$ cat config.mk
export PLATFORM = sky130hd
export DESIGN_NAME = mem_arbiter
export DESIGN_NICKNAME = d
export VERILOG_FILES = /design/src/rtl/mem_arbiter_pkg.sv /design/src/rtl/mem_arbiter_rr_pick2.sv /design/src/rtl/mem_arbiter.sv
export SDC_FILE = /design/constraint.sdc
export NUM_CORES = 1
export LEC_CHECK = 0
export BUFFER_PORTS_ARGS = -buffer_cell sky130_fd_sc_hd__buf_4
export CORE_MARGIN = 1
export CORE_UTILIZATION = 47
export CTS_CLUSTER_SIZE = 20
export DETAILED_ROUTE_END_ITERATION = 16
export HOLD_SLACK_MARGIN = 0.15
export PLACE_DENSITY = 0.9
export SYNTH_ARGS = -nofsm -noshare
export SYNTH_HDL_FRONTEND = slang
export SYNTH_SLANG_ARGS = --single-unit
$ cat constraint.sdc
create_clock -name clk -period 2.1 [get_ports clk]
set_input_delay 0.105 -clock clk [delete_from_list [all_inputs] [get_ports clk]]
set_output_delay 0.105 -clock clk [all_outputs]
set_load 0.03 [all_outputs]
$ cat src/rtl/mem_arbiter_pkg.sv
// mem_arbiter_pkg: shared FSM encoding and default geometry for the arbiter.
package mem_arbiter_pkg;
  typedef enum logic {SERVE, CLEAR} state_t;
  localparam int ADDR_W_DEF = 6;
  localparam int DATA_W_DEF = 13;
  localparam int DEPTH_DEF = 64;
endpackage

$ cat src/rtl/mem_arbiter_rr_pick2.sv
// rr_pick2: two-way round-robin pick; last=1 means requester 1 won most recently.
module rr_pick2 (
  input  logic [1:0] req,
  input  logic       last,
  output logic [1:0] gnt
);
  assign gnt = {req[1] & (~req[0] | ~last), req[0] & (~req[1] | last)};
endmodule

$ cat src/rtl/mem_arbiter.sv
// mem_arbiter: two-port round-robin access to a single-port memory with a zero-sweep clear.
module mem_arbiter
  import mem_arbiter_pkg::*;
#(
  parameter int ADDR_W = ADDR_W_DEF,
  parameter int DATA_W = DATA_W_DEF,
  parameter int DEPTH  = DEPTH_DEF
) (
  input  logic              clk,
  input  logic              reset,
  input  logic              req0,
  input  logic              req1,
  input  logic              we0,
  input  logic              we1,
  input  logic [ADDR_W-1:0] addr0,
  input  logic [ADDR_W-1:0] addr1,
  input  logic [DATA_W-1:0] wdata0,
  input  logic [DATA_W-1:0] wdata1,
  output logic              gnt0,
  output logic              gnt1,
  output logic [DATA_W-1:0] rdata0,
  output logic [DATA_W-1:0] rdata1,
  output logic              rvalid0,
  output logic              rvalid1,
  input  logic              clr,
  output logic              clr_busy,
  output logic              clr_done,
  output logic              mem_w_rb,
  output logic [ADDR_W-1:0] mem_addr,
  output logic [DATA_W-1:0] mem_data_in,
  input  logic [DATA_W-1:0] mem_out
);
  state_t state, state_nx;
  logic [ADDR_W-1:0] cnt;
  logic last;
  logic [1:0] pick;
  logic sweep_end;
  rr_pick2 u_pick (.req({req1, req0}), .last(last), .gnt(pick));
  assign sweep_end = cnt == ADDR_W'(DEPTH - 1);
  always_comb begin
    state_nx = state == SERVE ? (clr ? CLEAR : SERVE) : (sweep_end ? SERVE : CLEAR);
    clr_busy = state == CLEAR;
    gnt0 = ~clr_busy & pick[0];
    gnt1 = ~clr_busy & pick[1];
    mem_w_rb = clr_busy | (gnt0 & we0) | (gnt1 & we1);
    mem_addr = clr_busy ? cnt : gnt1 ? addr1 : addr0;
    mem_data_in = clr_busy ? '0 : gnt1 ? wdata1 : wdata0;
  end
  always_ff @(posedge clk)
    if (reset) state <= SERVE;
    else state <= state_nx;
  // Counter returns to 0 on the last sweep write so it never steps past DEPTH-1.
  always_ff @(posedge clk)
    if (reset) begin
      cnt <= '0;
      last <= 1'b1;
      clr_done <= 1'b0;
      rvalid0 <= 1'b0;
      rvalid1 <= 1'b0;
      rdata0 <= '0;
      rdata1 <= '0;
    end else begin
      cnt <= (clr_busy & ~sweep_end) ? cnt + 1'b1 : '0;
      clr_done <= clr_busy & sweep_end;
      if (gnt0 | gnt1) last <= gnt1;
      rvalid0 <= gnt0 & ~we0;
      rvalid1 <= gnt1 & ~we1;
      if (gnt0 & ~we0) rdata0 <= mem_out;
      if (gnt1 & ~we1) rdata1 <= mem_out;
    end
endmodule

==> results.py <==
metrics = {
    "drt": {
        "top_layer": "met4",
        "drt_iter0_markers": 102,
        "ant_nets": 0,
        "drt_wl_total_um": 5170,
        "dr.pass1.iters": 4,
        "vias": 1841,
        "wl_met1_um": 2130,
        "drcViolationCount": 0,
        "route.met3.wl_um": 233,
        "wl_met2_um": 2720,
        "viasPerCell": 4.88,
        "drt-wirelength-per-cell_um": 13.7,
    },
    "logic_synthesis": {
        "synth-compound-area-share": 0.0933,
        "yosys.area_share.simple": 0.302,
        "synth_cell_type_count": 27,
        "synth_mux_area_frac": 0.140,
        "ys_ff_latch": 37,
        "syn_inst": 209,
        "syn_area_mm2": 0.00186,
        "yosysSeqAreaShare": 0.397,
        "syn_avg_cell_area_um2": 8.92,
        "syn_nets": 268,
        "synth_warnings": 0,
        "synth_top_family_by_area": "simple AND/OR/NAND/NOR gates",
        "synth-adder-area-share": 0.00671,
        "synth_xor_area_frac": 0.0141,
    },
    "finish": {
        "multiInputGateArea_mm2": 0.00104,
        "drive_gt1_frac": 0.365,
        "final_cells": 377,
        "ff_latch_area_um2": 741,
        "area_delta_synth_final_pct": 57.9,
        "n_antenna_cell": 0,
        "fin_util": 0.786,
        "layout.nets": 387,
        "nFillCells": 276,
        "final_design_area_no_fill_mm2": 0.00294,
    },
    "sta": {
        "hold_viol": 0,
        "slew_violations": 0,
        "timing.final.crit_share": 0.814,
        "setup_slack_ns": 0.390,
        "fin_crit_ns": 1.71,
        "maxSlewHeadroom": 0.620,
        "setup_viol": 0,
        "rsz0062_at_grt": "no",
        "tns_ns": 0,
        "fmax_ghz": 0.585,
        "tightest_slew_ns": 0.568,
        "fin_worst_skew_ns": 0.00352,
    },
    "clock_tree": {
        "cts_resized": 0,
        "htree_levels": 2,
        "ctsLongestPathBuffers": 2,
        "cts_sinks": 37,
        "cts_tree": "done",
        "cts-root-buf": "clkbuf_8",
        "clk_pin_slew_worst_paths_ns": 0.07,
        "cts_hold_buf": 14,
        "clock_latency_ns": 0.28,
        "cts-buffers-inserted": 5,
        "post_cts_buffers": 0,
    },
    "pwr": {
        "irDropWorstVdd_mv": 0.671,
        "power_density_mw_per_mm2": 633,
        "p_leak_nw": 1.40,
    },
    "grt": {
        "grt_max_degree": 45,
        "grt_pass1_wl_um": 8270,
        "grt_pass1_vias": 1823,
        "overflow": 0,
        "grt_antenna_before_repair": 0,
        "track_usage": 0.251,
    },
    "setup_path": {
        "max_stage_delay_ns": 0.36,
        "critPathKind": "reg2out",
        "cp-start-kind": "flop",
        "path_max_fanout": 22,
        "slowest_stage": "a21oi_1",
        "cp_data_arrival_time_ns": 1.61,
        "path_cells": "buf_4, a21oi_1, a221o_1, buf_4",
        "cp.depth": 4,
        "end_kind": "output port",
        "crit_family": "compound AO/OA/AOI/OAI gates",
        "required_ns": 2.00,
        "r2r_cells": 3,
        "crit_top_cell": "buf_4",
        "worst-path-buf-inv": 2,
    },
    "flow_run": {
        "cap_viol_max_count": 0,
    },
    "die": {
        "core-area_mm2": 0.00374,
        "rows": 22,
        "ios": 110,
        "design.die.area_mm2": 0.00422,
        "start_util": 0.498,
        "die_h_um": 65.0,
        "die_w_um": 65.0,
    },
    "placed_design": {
        "dpl_cell_area_mm2": 0.00269,
        "dp_hpwl_um": 3670,
        "port_buffers": 109,
        "preCtsSetupSlack_ns": 0.651,
        "placedCellCount": 355,
        "gp_congestion": 0.745,
    },
    "worst_hold_path": {
        "min_path_type": "in2reg",
        "hold_depth": 2,
    },
    "outcome": {
        "status": "finished, final reports clean",
    },
}
-- final cells by class --
cell class / instances / share of cell area
Timing Repair Buffer: 126 / 0.333
Clock buffer: 6 / 0.0246
Sequential cell: 37 / 0.252
Clock inverter: 2 / 0.0132
Multi-Input combinational cell: 154 / 0.352
Inverter: 4 / 0.00510
Tap cell: 48 / 0.0204
-- Yosys cell counts, drive strengths merged --
cell type,count,area (um^2)
a211o,1,8.76
a211oi,1,7.51
a21oi,2,10.0
a221o,7,70.1
and2,8,52.6
and2b,1,7.51
and3,2,12.5
buf,6,42.5
clkbuf,8,30.0
dfxtp,37,741
ha,1,12.5
inv,4,15.0
mux2i,26,260
nand2,3,11.3
nand2b,53,332
nand3,17,85.1
nor2,10,37.5
nor2b,1,6.26
nor3,1,5.00
o21ai,14,70.1
o21bai,1,7.51
or2b,1,7.51
or3,1,6.26
xnor2,1,8.76
xor2,2,17.5
-- metrics by stage --
stage	power, mW	hold slack, ns
3_5_place_dp	1.25	0.405
5_1_grt	1.93	0.227
2_1_floorplan	1.04	0.277
6_report	1.86	0.207
3_3_place_gp	1.24	0.387
4_1_cts	1.87	0.201
-- cell usage in the layout (no fill, tap or decap), types with 2 or more instances in the layout --
| cell | synthesis | final |
|---|---|---|
| buf_4 | 0 | 112 |
| nand2b_1 | 53 | 53 |
| dfxtp_1 | 37 | 37 |
| mux2i_1 | 26 | 26 |
| nand3_1 | 17 | 17 |
| o21ai_0 | 14 | 14 |
| dlygate4sd3_1 | 0 | 14 |
| nor2_1 | 10 | 10 |
| and2_1 | 7 | 7 |
| a221o_1 | 7 | 7 |
| clkbuf_8 | 0 | 5 |
| inv_1 | 4 | 4 |
| nand2_1 | 3 | 3 |
| a21oi_1 | 2 | 2 |
| and3_1 | 2 | 2 |
| xor2_1 | 2 | 2 |
-- power by group --
part	leakage, nW	switching, mW	internal [mW]
Clock	0.0554	0.253	0.356
Combinational	1.05	0.271	0.239
Sequential	0.301	0.0164	0.727
-- flip-flops by register name, summed over array words and instances, names as in the netlist --
signal    cells
clr_done      1
rvalid0       1
clr_busy      1
last          1
rdata0       13
rvalid1       1
rdata1       13
cnt           6
-- cells by family (layout without fill, tap and decap cells) --
kind of cell,count (synthesis),after routing
AO/OA/AOI/OAI,26,26
flip-flops,37,37
XOR/XNOR,3,3
multiplexers,26,26
adder cells (fa/ha/maj),1,1
buffers and inverters,18,138
AND/OR/NAND/NOR,98,98
-- worst paths after layout --
kind            endpoint  slack [ns]        from
max          mem_addr[2]        0.39    clr_busy
max reg2reg    rdata1[9]        0.63    clr_busy
min reg2reg   rdata1[11]        0.47  rdata1[11]
min              rvalid0        0.21       reset
-- per-layer routing --
metal  vias up  track usage
li1        944            -
met1       843        0.294
met2        46        0.453
met3         8       0.0475
met4         0       0.0806
met5         -            0
Note: power is estimated with default switching activity, not from simulation.
